### src/rtl/s_pea_out_stream.sv
// Collects a configured number of PE results into a first-word-fall-through buffer and streams them downstream.
// Optional feature: define MAGE_OUT_STREAM_LAST_EN to add m_last_o, a per-entry end-of-run flag.
module s_pea_out_stream #(
   parameter int N_BITS     = 32,
   parameter int FIFO_DEPTH = 4
) (
   input  logic                            clk_cg,
   input  logic                            rst_n_i,
   input  logic                            start_i,
   input  logic [15:0]                     cfg_len_i,
   input  logic [N_BITS-1:0]               pe_res_i,
   input  logic                            pe_valid_i,
   output logic                            pea_ready_o,
   output logic [N_BITS-1:0]               m_data_o,
   output logic                            m_valid_o,
   input  logic                            m_ready_i,
   output logic                            busy_o,
   output logic                            done_o,
   output logic [$clog2(FIFO_DEPTH):0]     occupancy_o
`ifdef MAGE_OUT_STREAM_LAST_EN
   ,
   output logic                            m_last_o
`endif
);

   localparam int PTR_W = $clog2(FIFO_DEPTH);
   localparam int OCC_W = PTR_W + 1;

   typedef enum logic [1:0] {
      ST_IDLE  = 2'd0,
      ST_RUN   = 2'd1,
      ST_DRAIN = 2'd2,
      ST_DONE  = 2'd3
   } state_t;

   state_t              state_q, state_d;
   logic [15:0]         len_q, len_d;
   logic [15:0]         cnt_q, cnt_d;
   logic [PTR_W-1:0]    wr_ptr_q, wr_ptr_d;
   logic [PTR_W-1:0]    rd_ptr_q, rd_ptr_d;
   logic [OCC_W-1:0]    occ_q, occ_d;
   logic                busy_q, busy_d;
   logic                done_q, done_d;
   logic [N_BITS-1:0]   mem_q [FIFO_DEPTH];
   logic [N_BITS-1:0]   mem_d [FIFO_DEPTH];
`ifdef MAGE_OUT_STREAM_LAST_EN
   logic [FIFO_DEPTH-1:0] last_q, last_d;
`endif

   logic                push_s;
   logic                pop_s;
   logic                final_s;
   logic [15:0]         cnt_inc_s;

   // Handshake decode: accept from the PEA only while running with room, pop on downstream handshake.
   always_comb begin
      pea_ready_o = (state_q == ST_RUN) && (occ_q < OCC_W'(FIFO_DEPTH));
      m_valid_o   = (occ_q != {OCC_W{1'b0}});
      m_data_o    = mem_q[rd_ptr_q];
      push_s      = pe_valid_i && pea_ready_o;
      pop_s       = m_valid_o && m_ready_i;
      cnt_inc_s   = cnt_q + 16'd1;
      final_s     = (cnt_inc_s == len_q);
   end

   assign busy_o      = busy_q;
   assign done_o      = done_q;
   assign occupancy_o = occ_q;
`ifdef MAGE_OUT_STREAM_LAST_EN
   assign m_last_o    = last_q[rd_ptr_q];
`endif

   // Run-control next state: length latch, accepted count and phase sequencing.
   always_comb begin
      state_d = state_q;
      len_d   = len_q;
      cnt_d   = cnt_q;
      case (state_q)
         ST_IDLE, ST_DONE: begin
            if (start_i) begin
               len_d   = cfg_len_i;
               cnt_d   = 16'd0;
               state_d = (cfg_len_i != 16'd0) ? ST_RUN : ST_DONE;
            end else begin
               state_d = state_q;
            end
         end
         ST_RUN: begin
            if (push_s) begin
               cnt_d   = cnt_inc_s;
               state_d = final_s ? ST_DRAIN : ST_RUN;
            end else begin
               state_d = ST_RUN;
            end
         end
         ST_DRAIN: begin
            // A pop of the last remaining entry counts as empty this cycle.
            if ((occ_q == {OCC_W{1'b0}}) || ((occ_q == OCC_W'(1)) && pop_s)) begin
               state_d = ST_DONE;
            end else begin
               state_d = ST_DRAIN;
            end
         end
         default: begin
            state_d = ST_IDLE;
         end
      endcase
      busy_d = (state_d == ST_RUN) || (state_d == ST_DRAIN);
      done_d = (state_d == ST_DONE);
   end

   // Buffer next state: pointers, fill level and entry storage.
   always_comb begin
      mem_d    = mem_q;
      wr_ptr_d = wr_ptr_q;
      rd_ptr_d = rd_ptr_q;
      occ_d    = occ_q;
`ifdef MAGE_OUT_STREAM_LAST_EN
      last_d   = last_q;
`endif
      if (push_s) begin
         mem_d[wr_ptr_q] = pe_res_i;
`ifdef MAGE_OUT_STREAM_LAST_EN
         last_d[wr_ptr_q] = final_s;
`endif
         wr_ptr_d = wr_ptr_q + PTR_W'(1);
      end else begin
         wr_ptr_d = wr_ptr_q;
      end
      if (pop_s) begin
         rd_ptr_d = rd_ptr_q + PTR_W'(1);
      end else begin
         rd_ptr_d = rd_ptr_q;
      end
      case ({push_s, pop_s})
         2'b10:   occ_d = occ_q + OCC_W'(1);
         2'b01:   occ_d = occ_q - OCC_W'(1);
         default: occ_d = occ_q;
      endcase
   end

   // State registers; reset discards buffer contents and returns to idle.
   always_ff @(posedge clk_cg or negedge rst_n_i) begin
      if (!rst_n_i) begin
         state_q  <= ST_IDLE;
         len_q    <= 16'd0;
         cnt_q    <= 16'd0;
         wr_ptr_q <= {PTR_W{1'b0}};
         rd_ptr_q <= {PTR_W{1'b0}};
         occ_q    <= {OCC_W{1'b0}};
         busy_q   <= 1'b0;
         done_q   <= 1'b0;
         for (int i = 0; i < FIFO_DEPTH; i++) begin
            mem_q[i] <= {N_BITS{1'b0}};
         end
`ifdef MAGE_OUT_STREAM_LAST_EN
         last_q   <= {FIFO_DEPTH{1'b0}};
`endif
      end else begin
         state_q  <= state_d;
         len_q    <= len_d;
         cnt_q    <= cnt_d;
         wr_ptr_q <= wr_ptr_d;
         rd_ptr_q <= rd_ptr_d;
         occ_q    <= occ_d;
         busy_q   <= busy_d;
         done_q   <= done_d;
         mem_q    <= mem_d;
`ifdef MAGE_OUT_STREAM_LAST_EN
         last_q   <= last_d;
`endif
      end
   end

endmodule

### config.mk
export PLATFORM = sky130hd
export DESIGN_NAME = s_pea_out_stream
export DESIGN_NICKNAME = d
export VERILOG_FILES = /design/src/rtl/s_pea_out_stream.sv
export SDC_FILE = /design/constraint.sdc
export NUM_CORES = 1
export LEC_CHECK = 0
export ABC_AREA = 1
export CORE_ASPECT_RATIO = 0.75
export CORE_MARGIN = 2
export CORE_UTILIZATION = 35
export DETAILED_ROUTE_END_ITERATION = 10
export DONT_BUFFER_PORTS = 1
export PLACE_DENSITY = 0.45
export SYNTH_ARGS = -nofsm -noshare
export SYNTH_HDL_FRONTEND = slang
export SYNTH_SLANG_ARGS = --single-unit
### constraint.sdc
create_clock -name clk_cg -period 2.5 [get_ports clk_cg]
set_input_delay 0.5 -clock clk_cg [delete_from_list [all_inputs] [get_ports clk_cg]]
set_output_delay 0.5 -clock clk_cg [all_outputs]
set_load 0.02 [all_outputs]
==> results_dict.tcl <==
set metrics [dict create \
    status "complete, but fails checks" \
    violations "hold timing" \
    slew_headroom 0.6843 \
    fill_cells 2268 \
    synth_area_leaders "dfrtp_1, o21ai_0, nand2_1" \
    clock-sinks 171 \
    die_w_um 178.3 \
    dp_cells 1242 \
    wl_per_cell_um 16.08 \
    synth_edf_count 0 \
    max_freq_ghz 0.4322 \
    period_minus_slack_ps 2314 \
    nets 1033 \
    drv_cap 0 \
    drc 0 \
    fin_util 0.4137 \
    p_leak_nw 4.327 \
    synthFlopType "dfrtp_1" \
    layout_common_cells "o21ai_0, nand2_1, dfrtp_1" \
    cp-end-kind "primary output" \
    grt_first_pass_wirelength_mm 33.45 \
    holdWs_ps -236.1 \
    layout.cells.non_filler 1273 \
    htreeDepth 4 \
    antenna_found_initial 0 \
    synth_cell_types 31 \
    synth_top_cell_by_area "dfrtp_1" \
    postRouteWirelength_mm 20.48 \
    ys_warn_count 0 \
    clockBufferDepth 2 \
    fin_setup_tns_ps 0 \
    start_util 0.3589 \
    syn-num-nets 1015 \
    avgSynthCellArea_um2 8.406 \
    cts-resized-gates 0 \
    setup_viol 0 \
    clk_latency_ps 430 \
    r2r_cells 14 \
    startpoint_type "flop" \
    vias_per_cell 4.926 \
    root_buffer "clkbuf_16" \
    postSynthCellCount 949 \
    io_buffers 0 \
    synth_top_cell_area_share 0.5364 \
    track_usage 0.1808 \
    grt_overflow 0 \
    required_ps 2000 \
    clk_pin_slew_worst_paths_ps 70 \
    final_common_cell "o21ai_0" \
    cts_buffers 17 \
    io_pins 92 \
    final_max_slew_viol_count 0 \
    firstDrtPassIters 5 \
    via_count 6271 \
    drive_gt1_frac 0.1083 \
    yosys_register_bits 171 \
    synthesis.area_mm2 0.007978 \
    rrSetupSlack_ps 340 \
    ys_seq_area_frac 0.5364 \
    postCtsSetupRepairBufs 0 \
    skew_ps 12.73 \
    hold_class "in2async" \
    r2r-end "busy_o" \
    antenna_cells 0 \
    num_rows 47 \
    core_mm2 0.02223 \
    dieArea_mm2 0.02403 \
    r2r_start "cnt_q[1]" \
    hold_viol_final 171 \
    gp_congestion 0.8130 \
    fin_crit_sh 0.9255 \
    antenna_left 0 \
    grt_pass1_vias 6114 \
    die_h_um 134.8 \
    grt_setup_unrepaired "false" \
    grt_max_degree 172 \
    cts_tree "built" \
    critPathKind "reg2out" \
    cp.arrival_ps 1810 \
    power.density_mw_per_mm2 1397 \
    cp_max_fo 31 \
    peakVddDrop_mv 0.8444 \
    syn_to_final_growth_pct 15.26 \
    first_iter_violations 446 \
    hpwl_mm 12.78 \
    async_reset_ff_frac 1.000 \
    tightest_slew_ps 471.9 \
]
layer usage:
metal  share of wire  global-route usage  vias to the layer above
met4          0.0098             0.04652                        0
li1                -                   -                     3177
met2            0.40              0.2492                      143
met5               0                   0                        -
met1            0.54              0.2792                     2937
met3           0.045             0.04617                       14
logic make-up after synthesis:
family                   share of synthesized area
adder cells (fa/ha/maj)                    0.02039
XOR/XNOR                                   0.01380
flip-flops                                  0.5364
AND/OR/NAND/NOR                             0.1885
buffers and inverters                      0.05960
multiplexers                              0.008469
AO/OA/AOI/OAI                               0.1728
critical path, cell delays in order (launching register included):
cell and delay, ps:
dfrtp_2 440, inv_2 90, buf_4 340, o21ai_0 130
o22ai_1 200, buf_4 190
synth_stat cells, drive strengths merged, types with 2 or more instances:
cell type and n:
buf 2, xor2 5, mux2 6, dfrtp 171, nand2 211, nor2 101, nor4 3, nand3 28
a21oi 11, clkbuf 46, o21ai 208, o22ai 41, inv 78, xnor2 5, nand4 9, ha 13
nand3b 4
worst max-delay path by stage:
stage | start | to | slack [ps] | cells after the start
global route | rd_ptr_q[0] | m_data_o[22] | 80 | 5
detailed placement | cnt_q[0] | busy_o | 340 | 14
finish | rd_ptr_q[0] | m_data_o[28] | 190 | 5
CTS | rd_ptr_q[0] | m_data_o[28] | 150 | 5
floorplan | rd_ptr_q[0] | m_data_o[10] | 420 | 6
global placement | cnt_q[0] | busy_o | 410 | 14
power by group:
group	internal [mW]	switching (mW)	total [mW]
Combinational	2.16	3.28	5.44
Clock	1.49	1.12	2.61
Sequential	3.99	0.800	4.79
Total	7.64	5.21	12.8
state kept, by name (all words and copies together), names as in the netlist, 2 cells and up:
name / count
rd_ptr_q: 2
len_q: 16
occupancy_o: 3
state_q: 2
mem_q: 128
cnt_q: 16
wr_ptr_q: 2
per-stage QoR:
stage / power [mW] / instance area (um^2) / setup slack, ps
finish: 12.84 / 9195 / 186.4
global placement: 10.32 / 8627 / 406.7
CTS: 13.00 / 9195 / 145.9
global route: 13.94 / 9195 / 77.18
floorplan: 8.287 / 7978 / 415.5
detailed placement: 10.33 / 8627 / 338.6
layout make-up:
class / instances / area [um^2] / area share
Clock buffer: 20 / 446.7 / 0.04858
Clock inverter: 11 / 121.4 / 0.01320
Inverter: 78 / 292.8 / 0.03184
Multi-Input combinational cell: 652 / 3233 / 0.3516
Sequential cell: 171 / 4280 / 0.4655
Tap cell: 294 / 367.9 / 0.04001
Timing Repair Buffer: 47 / 452.9 / 0.04926
Note: power is estimated with default switching activity, not from simulation.
